--- src/rtl/bcd_share_arbiter.sv ---
// One binary-to-BCD converter shared by NREQ requesters through a round-robin grant.
// Each accepted value produces one response carrying the tens/ones digits and the owner ID.

module bin_to_bcd (
  input  logic [6:0] bin_i,
  output logic [1:0] hund_o,
  output logic [3:0] tens_o,
  output logic [3:0] ones_o
);

  // Double-dabble layout: hundreds [16:15], tens [14:11], ones [10:7], binary [6:0].
  logic [16:0] sr;

  always_comb begin
    sr = {10'd0, bin_i};
    for (int unsigned i = 0; i < 7; i++) begin
      if (sr[10:7] >= 4'd5)
        sr[10:7] = sr[10:7] + 4'd3;
      if (sr[14:11] >= 4'd5)
        sr[14:11] = sr[14:11] + 4'd3;
      sr = sr << 1;
    end
  end

  assign hund_o = sr[16:15];
  assign tens_o = sr[14:11];
  assign ones_o = sr[10:7];

endmodule

module bcd_share_arbiter #(
  parameter  int NREQ = 4,
  localparam int IDW  = $clog2(NREQ)
) (
  input  logic              clk,
  input  logic              rst,
  input  logic [NREQ-1:0]   req_valid,
  input  logic [7*NREQ-1:0] req_num,
  output logic [NREQ-1:0]   req_ready,
  output logic              rsp_valid,
  input  logic              rsp_ready,
  output logic [IDW-1:0]    rsp_id,
  output logic [3:0]        rsp_tens,
  output logic [3:0]        rsp_ones,
  output logic              rsp_ovf,
  output logic              busy
);

  typedef enum logic [1:0] {
    IDLE,
    CONV,
    RESP
  } state_t;

  localparam logic [IDW-1:0] LAST = IDW'(NREQ - 1);

  state_t         state_q, state_d;
  logic [IDW-1:0] ptr_q, ptr_d;
  logic [IDW-1:0] id_q, id_d;
  logic [6:0]     num_q, num_d;
  logic [3:0]     tens_q, tens_d;
  logic [3:0]     ones_q, ones_d;
  logic           ovf_q, ovf_d;
  logic           busy_q;

  logic           found;
  logic [IDW-1:0] win;
  logic [IDW-1:0] scan;
  logic           grant;

  logic [1:0]     bcd_hund;
  logic [3:0]     bcd_tens;
  logic [3:0]     bcd_ones;

  bin_to_bcd u_bin_to_bcd (
    .bin_i  (num_q),
    .hund_o (bcd_hund),
    .tens_o (bcd_tens),
    .ones_o (bcd_ones)
  );

  // Scan starts at the pointer and wraps explicitly so non-power-of-two NREQ works.
  always_comb begin
    found = 1'b0;
    win   = '0;
    scan  = ptr_q;
    for (int unsigned i = 0; i < NREQ; i++) begin
      if (!found && req_valid[scan]) begin
        found = 1'b1;
        win   = scan;
      end
      scan = (scan == LAST) ? '0 : scan + 1'b1;
    end
  end

  // Gated by rst so a reset cycle never hands out a grant that would be dropped.
  assign grant = found && (state_q == IDLE) && !rst;

  always_comb begin
    req_ready = '0;
    if (grant)
      req_ready[win] = 1'b1;
  end

  always_comb begin
    state_d = state_q;
    ptr_d   = ptr_q;
    id_d    = id_q;
    num_d   = num_q;
    tens_d  = tens_q;
    ones_d  = ones_q;
    ovf_d   = ovf_q;
    case (state_q)
      IDLE: begin
        if (grant) begin
          num_d   = req_num[int'(win)*7 +: 7];
          id_d    = win;
          ptr_d   = (win == LAST) ? '0 : win + 1'b1;
          state_d = CONV;
        end
      end
      CONV: begin
        // A non-zero hundreds digit is exactly the value > 99 case.
        ovf_d   = (bcd_hund != 2'd0);
        tens_d  = ovf_d ? 4'd9 : bcd_tens;
        ones_d  = ovf_d ? 4'd9 : bcd_ones;
        state_d = RESP;
      end
      RESP: begin
        if (rsp_ready)
          state_d = IDLE;
      end
      default: state_d = IDLE;
    endcase
  end

  always_ff @(posedge clk) begin
    if (rst) begin
      state_q <= IDLE;
      ptr_q   <= '0;
      id_q    <= '0;
      num_q   <= '0;
      tens_q  <= '0;
      ones_q  <= '0;
      ovf_q   <= 1'b0;
      busy_q  <= 1'b0;
    end else begin
      state_q <= state_d;
      ptr_q   <= ptr_d;
      id_q    <= id_d;
      num_q   <= num_d;
      tens_q  <= tens_d;
      ones_q  <= ones_d;
      ovf_q   <= ovf_d;
      busy_q  <= (state_d != IDLE);
    end
  end

  assign rsp_valid = (state_q == RESP);
  assign rsp_id    = id_q;
  assign rsp_tens  = tens_q;
  assign rsp_ones  = ones_q;
  assign rsp_ovf   = ovf_q;
  assign busy      = busy_q;

endmodule

--- config.mk ---
export PLATFORM = sky130hd
export DESIGN_NAME = bcd_share_arbiter
export DESIGN_NICKNAME = d
export VERILOG_FILES = /design/src/rtl/bcd_share_arbiter.sv
export SDC_FILE = /design/constraint.sdc
export NUM_CORES = 1
export LEC_CHECK = 0
export ABC_CLOCK_PERIOD_IN_PS = 5200
export BUFFER_PORTS_ARGS = -buffer_cell sky130_fd_sc_hd__buf_2
export CAP_MARGIN = 20
export CORE_UTILIZATION = 52
export CTS_BUF_LIST = sky130_fd_sc_hd__clkbuf_8 sky130_fd_sc_hd__clkbuf_16
export DETAILED_ROUTE_END_ITERATION = 7
export PLACE_DENSITY_LB_ADDON = 0.15
export SLEW_MARGIN = 0
export SYNTH_ARGS = -nofsm -noshare
export SYNTH_HDL_FRONTEND = slang
export SYNTH_HIERARCHICAL = 1
export SYNTH_SLANG_ARGS = --single-unit
--- constraint.sdc ---
create_clock -name clk -period 5.2 [get_ports clk]
set_input_delay 1.04 -clock clk [delete_from_list [all_inputs] [get_ports clk]]
set_output_delay 1.04 -clock clk [all_outputs]
set_load 0.01 [all_outputs]
==> results of run 1 <==
==> per-layer routing <==
| layer | global-route usage | vias to the layer above | wire [um] |
|---|---|---|---|
| li1 | - | 970 | - |
| met1 | 0.2634 | 826 | 2100 |
| met2 | 0.3163 | 47 | 1793 |
| met3 | 0.03448 | 2 | 126 |
| met4 | 0.06383 | 0 | 31 |
| met5 | 0 | - | 0 |
==> sequential cells by signal, indices dropped and copies added (netlist names) <==
register,count
num_q,7
rsp_ones,4
rsp_tens,4
ptr_q,2
rsp_id,2
state_q,2
busy,1
rsp_ovf,1
==> how the worst min path moves through the flow <==
stage / start / endpoint / slack (ns) / cells past startpoint
floorplan: num_q[0] / num_q[0] / 0.47 / 2
global placement: rsp_tens[3] / rsp_tens[3] / 0.48 / 2
detailed placement: rsp_ones[3] / rsp_ones[3] / 0.49 / 2
CTS: rsp_ones[3] / rsp_ones[3] / 0.51 / 2
global route: rsp_ones[3] / rsp_ones[3] / 0.54 / 2
finish: rsp_ones[3] / rsp_ones[3] / 0.50 / 2
==> layout make-up <==
| cell class | count | area (um^2) | area share |
|---|---|---|---|
| Timing Repair Buffer | 52 | 262.8 | 0.1075 |
| Inverter | 14 | 52.55 | 0.02151 |
| Tap cell | 50 | 62.56 | 0.02560 |
| Clock buffer | 3 | 41.29 | 0.01690 |
| Sequential cell | 23 | 460.4 | 0.1884 |
| Clock inverter | 1 | 5.005 | 0.002048 |
| Multi-Input combinational cell | 193 | 1559 | 0.6380 |
==> placed cells by master (no fill, tap or decap), types with 2 or more instances in the layout <==
master     count
mux2i_1       23
clkbuf_8       3
inv_1         12
mux2_2         3
a2111oi_2      2
o22a_2         2
dfxtp_1       23
mux2_4         7
o21ai_1        4
or3_1          2
nor2b_1        4
nor3_1        10
o21ai_2        7
and3_1         5
inv_2          2
a31oi_1        2
buf_2         51
nor2_2         2
a22oi_1        4
a21oi_1        7
nand2b_1       4
xnor2_1        3
nor2_1        25
nand3b_1       7
a21boi_0       2
a221oi_2       2
o21ai_0       11
nand2_1        6
ha_1          15
mux2i_4        2
nand3_1        5
==> cell families after synthesis <==
family | count (synthesis)
simple gates | 76
compound gates | 59
mux | 36
buf+inv | 25
flops | 23
fa+ha+maj | 16
xor+xnor | 5
other cells | 1
==> where the power goes <==
group	internal [mW]	switching, mW
Combinational	0.576	0.667
Clock	0.0535	0.0585
Sequential	0.229	0.0580
Total	0.859	0.784
==> worst max-delay path: cells and delay by family (launching register included) <==
kind	cells	cell delay [ns]
AO/OA/AOI/OAI	6	1.40
XOR/XNOR	1	0.19
adder cells (fa/ha/maj)	5	1.21
buffers and inverters	4	0.32
flip-flops	1	0.48
multiplexers	1	0.31
AND/OR/NAND/NOR	5	0.70
==> through the flow <==
stage               cell area, um^2  hold slack, ns  total power, mW
floorplan                      2153          0.4656            1.332
global placement               2391          0.4757            1.511
detailed placement             2391          0.4904            1.519
CTS                            2437          0.5059            1.639
global route                   2444          0.5394            1.816
finish                         2444          0.5038            1.642
==> Yosys cell counts, drive strengths merged (2+ instances only) <==
| cell | instances | share of area |
|---|---|---|
| a31oi | 2 | 0.0058 |
| a21boi | 3 | 0.012 |
| nand3b | 7 | 0.024 |
| nor2 | 27 | 0.049 |
| buf | 9 | 0.037 |
| nand2b | 4 | 0.012 |
| ha | 15 | 0.087 |
| a21oi | 8 | 0.020 |
| or3 | 2 | 0.0058 |
| o21ai | 22 | 0.063 |
| a221oi | 3 | 0.018 |
| o22a | 3 | 0.013 |
| nand2 | 6 | 0.010 |
| dfxtp | 23 | 0.21 |
| mux2i | 26 | 0.13 |
| xnor2 | 4 | 0.020 |
| nor3 | 10 | 0.023 |
| nor2b | 4 | 0.012 |
| inv | 14 | 0.024 |
| a22oi | 5 | 0.020 |
| nand3 | 5 | 0.012 |
| mux2 | 10 | 0.064 |
| a2111oi | 2 | 0.011 |
| clkbuf | 2 | 0.0035 |
| and3 | 5 | 0.015 |
==> what timing repair did <==
item	CTS	global route
buffers inserted	0	0
setup endpoints to repair	0	9
resized for setup	0	2
==> metrics.md, run 1 <==
| Metric | Value |
|---|---|
| Status | `finished, final reports clean` |
| FF-to-FF setup slack | `0.52 ns` |
| Final slew viol count | `0` |
| Seq cells post-synth | `23` |
| CP Max Fanout | `8` |
| Filler cells | `353` |
| Clock Latency Late Sink | `0.27 ns` |
| Total negative slack | `0 ns` |
| Post-synth cell types | `62` |
| Data arrival time of the critical path | `4.87 ns` |
| Number of standard cells after synthesis | `approximately 240` |
| Die H | `roughly 66 um` |
| Chip width | `between 60 and 70 um` |
| CTS root buf | `clkbuf_8` |
| First-pass iteration count of the detailed router | `4` |
| CTS Buf Count | `3` |
| DPL Wire Length | `3073 um` |
| WL per Instance | `12.06 um` |
| Crit path launch | `num_q[4]` |
| Iteration-0 DRC Markers | `58` |
| Power Density | `672.0 nW/um^2` |
| CP max stage delay | `0.48 ns` |
| Max-Cap Viols | `0` |
| Post-synth EDFFs | `0` |
| Die ar. | `about 4400 um^2` |
| Via count | `1,845` |
| CTS max path bufs | `2` |
| Core Region | `4000 um^2` |
| CP Capture Type | `register` |
| Gr ovfl total | `0` |
| CP Cell Sequence | `inv_1, ha_1, inv_1, ha_1, a21o_2, xnor2_1, ha_1, nand2b_1, a2111oi_2, a221oi_2, o21ai_1, a21boi_2, mux2i_2, inv_2, ha_1, inv_1, ha_1, nor2_1, a2111oi_2, or3_1, nor2_1, nor3_1` |
| Multiplexer area fraction after synthesis | `0.1987` |
| Post-synthesis cell area | `2153 um^2` |
| Largest net degree at the start of global routing | `23` |
| CP Data Required Time | `around 5.4 ns` |
| Inserted Diodes | `0` |
| Post-Place Worst Slack | `about 0.55 ns` |
| Slew HR | `0.5100` |
| Fin crit period | `4.678 ns` |
| Post-synthesis sequential area ratio | `0.2138` |
| Finished Layout Cells | `336` |
| Slew @ Worst Pin | `0.7333 ns` |
| RSZ-0062 raised after global routing | `false` |
| R2r startpoint | `num_q[4]` |
| Core Rows | `23` |
| Synth warn | `6` |
| Initial Utilization | `0.5383` |
| Setup Skew | `0.006762 ns` |
| Hold buffers post-CTS | `0` |
| Setup Crit Path Kind | `reg -> reg` |
| Area Growth Syn to Fin | `13.48%` |
| Startpoint types | `register` |
| First-pass GRT wire length | `6831 um` |
| Initial antenna violation count | `0` |
| WL final | `4051 um` |
| Synth Area in Adders | `0.09239` |
| Crit-path slowest cell | `dfxtp_1` |
| Syn_area_per_cell | `a little under 9 um^2` |
| Worst-case reg-to-reg path depth | `22` |
| DRC | `0` |
| PortBufs | `51` |
| Synth Area in Compound Gates | `0.2208` |
| Hold Crit Class | `reg -> reg` |
| Async SR Flop Fraction | `0` |
| Gr usage total | `0.1968` |
| Placed Cells incl. Taps | `332` |
| Simple-gate share of the synthesized area | `0.1836` |
| Reg2reg end | `rsp_tens[3]` |
| NumNets Final | `about 340` |
| Setup-failing EPs final | `0` |
| Pleak | `about 1.2 nW` |
| Clock transition at the registers of the reported paths | `0.09 ns` |
| Main combinational cell family by area after synthesis | `compound AO/OA/AOI/OAI gates` |
| Final Cycle Share | `0.8996` |
| Vias in the first global route | `about 1.6k` |
| I/O pin cnt | `52` |
| Share of post-route cells with drive strength above 1 | `0.3392` |
| Syn Nets | `a little under 300` |
| Gpl congestion | `between 0.8 and 0.9` |
| Fraction of synthesized cell area in xor and xnor cells | `0.02382` |
| DRT antenna net count | `0` |
| Final core occ | `0.6109` |
| Clock tree sinks | `23` |
| Setup crit end | `rsp_tens[3]` |
| CTS tree | `built` |
| Post-route worst setup slack | `roughly 0.52 ns` |
| Most frequent CP cell | `ha_1` |
| Hold Vio Cnt, Final | `0` |
| Achievable Freq | `213.8 MHz` |
| Post-synth top flop | `dfxtp_1` |
| VDD IR max | `about 0.00027 V` |
| H-tree levels | `1` |
| Via-per-instance ratio | `5.491` |
Note: power is estimated with default switching activity, not from simulation.
==> inputs of run 2 (changes only) <==
--- a/config.mk
+++ b/config.mk
@@ -5,6 +5,7 @@
 export SDC_FILE = /design/constraint.sdc
 export NUM_CORES = 1
 export LEC_CHECK = 0
+export ABC_AREA = 1
 export ABC_CLOCK_PERIOD_IN_PS = 5200
 export BUFFER_PORTS_ARGS = -buffer_cell sky130_fd_sc_hd__buf_2
 export CAP_MARGIN = 20
==> run 2 against run 1 <==
Effect of this change:
- hold slack got worse by 0.029 ns
- final cell count increased by 37%
- register-to-register slack improved by 0.31 ns
- global-route usage increased by 2.7 points
- synthesized area increased by 3.3%
- critical endpoint is now rsp_ones[1]
==> metrics.md, run 2 <==
| Metric | Value |
|---|---|
| Area Growth Syn to Fin | `14.35%` |
| Reg2reg end | `rsp_ones[1]` |
| Die H | `67.39 um` |
| CTS Buf Count | `3` |
| CP Max Fanout | `5` |
| Iteration-0 DRC Markers | `100` |
| Chip width | `slightly below 70 um` |
| R2r startpoint | `num_q[4]` |
| Max reg flops | `7` |
| I/O pin cnt | `52` |
| WL per Instance | `10.30 um` |
| Post-route cell area | `2542 um^2` |
| Setup Skew | `0.009673 ns` |
| First-pass GRT wire length | `8052 um` |
| Clock transition at the registers of the reported paths | `0.08 ns` |
| Clock Latency Late Sink | `~0.26 ns` |
| Hold Crit Class | `reg -> reg` |
| Worst-case reg-to-reg path depth | `30` |
| Data arrival time of the critical path | `4.56 ns` |
| Via count | `2,236` |
| Crit-path slowest cell | `nor3_1` |
| Seq cells post-synth | `23` |
| Final slew viol count | `0` |
| Hold Path End | `rsp_tens[2]` |
| Hold Vio Cnt, Final | `0` |
| CTS resizes | `0` |
| Status | `finished, final reports clean` |
| Via-per-instance ratio | `4.861` |
| Largest net degree at the start of global routing | `16` |
| First-pass iteration count of the detailed router | `4` |
| DRC | `0` |
| Worst hold path depth | `2` |
| WL final | `4740 um` |
| Syn Nets | `412` |
| Gr usage total | `0.2236` |
| Gr ovfl total | `0` |
| Inserted Diodes | `0` |
| DRT antenna net count | `0` |
| Core Region | `approximately 4000 um^2` |
| Die ar. | `4541 um^2` |
| Synth area leaders | `dfxtp_1, nand2_1, inv_1` |
| Final Cycle Share | `0.8397` |
| DPL Wire Length | `3799 um` |
| Vias in the first global route | `1,981` |
| Filler cells | `between 400 and 500` |
| PortBufs | `51` |
| Post-synth cell types | `33` |
| Initial Utilization | `0.5479` |
| Post-synth top area share | `0.2071` |
| Top cells by count, synth | `nand2_1, inv_1, nand3_1, nor2_1, dfxtp_1` |
| Most frequent CP cell | `ha_1` |
| CP Capture Type | `register` |
| CTS root buf | `clkbuf_8` |
| CP max stage delay | `0.41 ns` |
| Synth warn | `6` |
| Post-synthesis sequential area ratio | `0.2071` |
| FF-to-FF setup slack | `between 0.8 and 0.9 ns` |
| Setup-failing EPs final | `0` |
| Fin crit period | `4.367 ns` |
| Max-Cap Viols | `0` |
| Post-synthesis cell area | `2223 um^2` |
| Clock tree sinks | `23` |
| Gpl congestion | `0.8360` |
| Total negative slack | `0 ns` |
| Achievable Freq | `229.0 MHz` |
| Hold buffers post-CTS | `0` |
| Post-synth EDFFs | `0` |
| Async SR Flop Fraction | `0` |
| NumNets Final | `461` |
| H-tree levels | `1` |
| Most common cell after layout, fill and taps aside | `nand2_1` |
| Core Rows | `23` |
| Post-synth top flop | `dfxtp_1` |
| CTS tree | `built` |
| Hold path start | `rsp_tens[2]` |
| Startpoint types | `register` |
| Post-placement cell area | `roughly 2500 um^2` |
| Number of standard cells after synthesis | `approximately 360` |
| RSZ-0062 raised after global routing | `false` |
| Yosys top cell by area | `dfxtp_1` |
| Most frequent cells in the layout | `nand2_1, inv_1, buf_2` |
| Share of post-route cells with drive strength above 1 | `0.2585` |
| CP Data Required Time | `5.39 ns` |
| Setup Crit Path Kind | `reg -> reg` |
| Postcts setup bufs | `0` |
| Most frequent cell after synthesis | `nand2_1` |
| Top reg by flops | `num_q` |
| Initial antenna violation count | `0` |
| CTS max path bufs | `2` |
| Syn_area_per_cell | `around 6.1 um^2` |
run 2: cell types whose count changed in the layout (fill, tap and decap cells not counted), sizes merged, moves of 6 or more:
cell	previous run	this run
a21oi	8	16
inv	14	70
mux2	10	0
mux2i	26	0
nand2	6	117
nand3	5	48
nor3	10	2
o21ai	22	16
run 2: worst max-delay path by stage:
stage	startpoint	end	slack [ns]
finish	num_q[4]	rsp_ones[1]	0.83
global route	num_q[4]	rsp_ones[1]	0.32
CTS	num_q[4]	rsp_ones[1]	0.84
detailed placement	num_q[4]	rsp_ones[1]	0.88
global placement	num_q[4]	rsp_ones[1]	1.08
floorplan	num_q[4]	rsp_ones[1]	1.23
run 2: area by class of cell:
cell class | instances | area (um^2) | area share
Clock inverter | 1 | 3.754 | 0.001476
Inverter | 69 | 259.0 | 0.1019
Sequential cell | 23 | 460.4 | 0.1811
Timing Repair Buffer | 52 | 262.8 | 0.1033
Multi-Input combinational cell | 262 | 1453 | 0.5714
Tap cell | 50 | 62.56 | 0.02461
Clock buffer | 3 | 41.29 | 0.01624
run 2: logic make-up (layout without fill, tap and decap cells):
logic type | Yosys count | count (layout) | share of synthesized area
other cells | 1 | 1 | 0.001687
xor+xnor | 2 | 2 | 0.01126
fa+ha+maj | 15 | 15 | 0.08441
flops | 23 | 23 | 0.2071
simple gates | 208 | 208 | 0.4660
buf+inv | 77 | 125 | 0.1396
compound gates | 36 | 36 | 0.09004
run 2: worst max-delay path: cells and delay by family (launching register included):
| kind | cells | cell delay, ns |
|---|---|---|
| AND/OR/NAND/NOR | 13 | 1.61 |
| adder cells (fa/ha/maj) | 6 | 1.09 |
| buffers and inverters | 8 | 0.61 |
| flip-flops | 1 | 0.39 |
| AO/OA/AOI/OAI | 2 | 0.32 |
| XOR/XNOR | 1 | 0.23 |
run 2: through the flow:
| step | hold WS [ns] | utilization | std cells | setup WS, ns |
|---|---|---|---|---|
| after global routing | 0.4978 | 0.6266 | 460 | 0.3200 |
| after global placement | 0.4566 | 0.6155 | 456 | 1.082 |
| final | 0.4751 | 0.6266 | 460 | 0.8334 |
| after floorplan | 0.4689 | - | 362 | 1.232 |
| after CTS | 0.4735 | 0.6266 | 460 | 0.8430 |
| after detailed placement | 0.4566 | 0.6155 | 456 | 0.8848 |
run 2: per-layer routing:
metal,part of all wire,global-route usage
met2,0.44,0.3963
met4,0.0025,0.01596
met5,0,0
met3,0.035,0.03041
met1,0.52,0.2970
Power of run 2 is left out: the tool's default activity adds up to more than one toggle a clock period on the data nets, which glitch-free logic cannot reach.
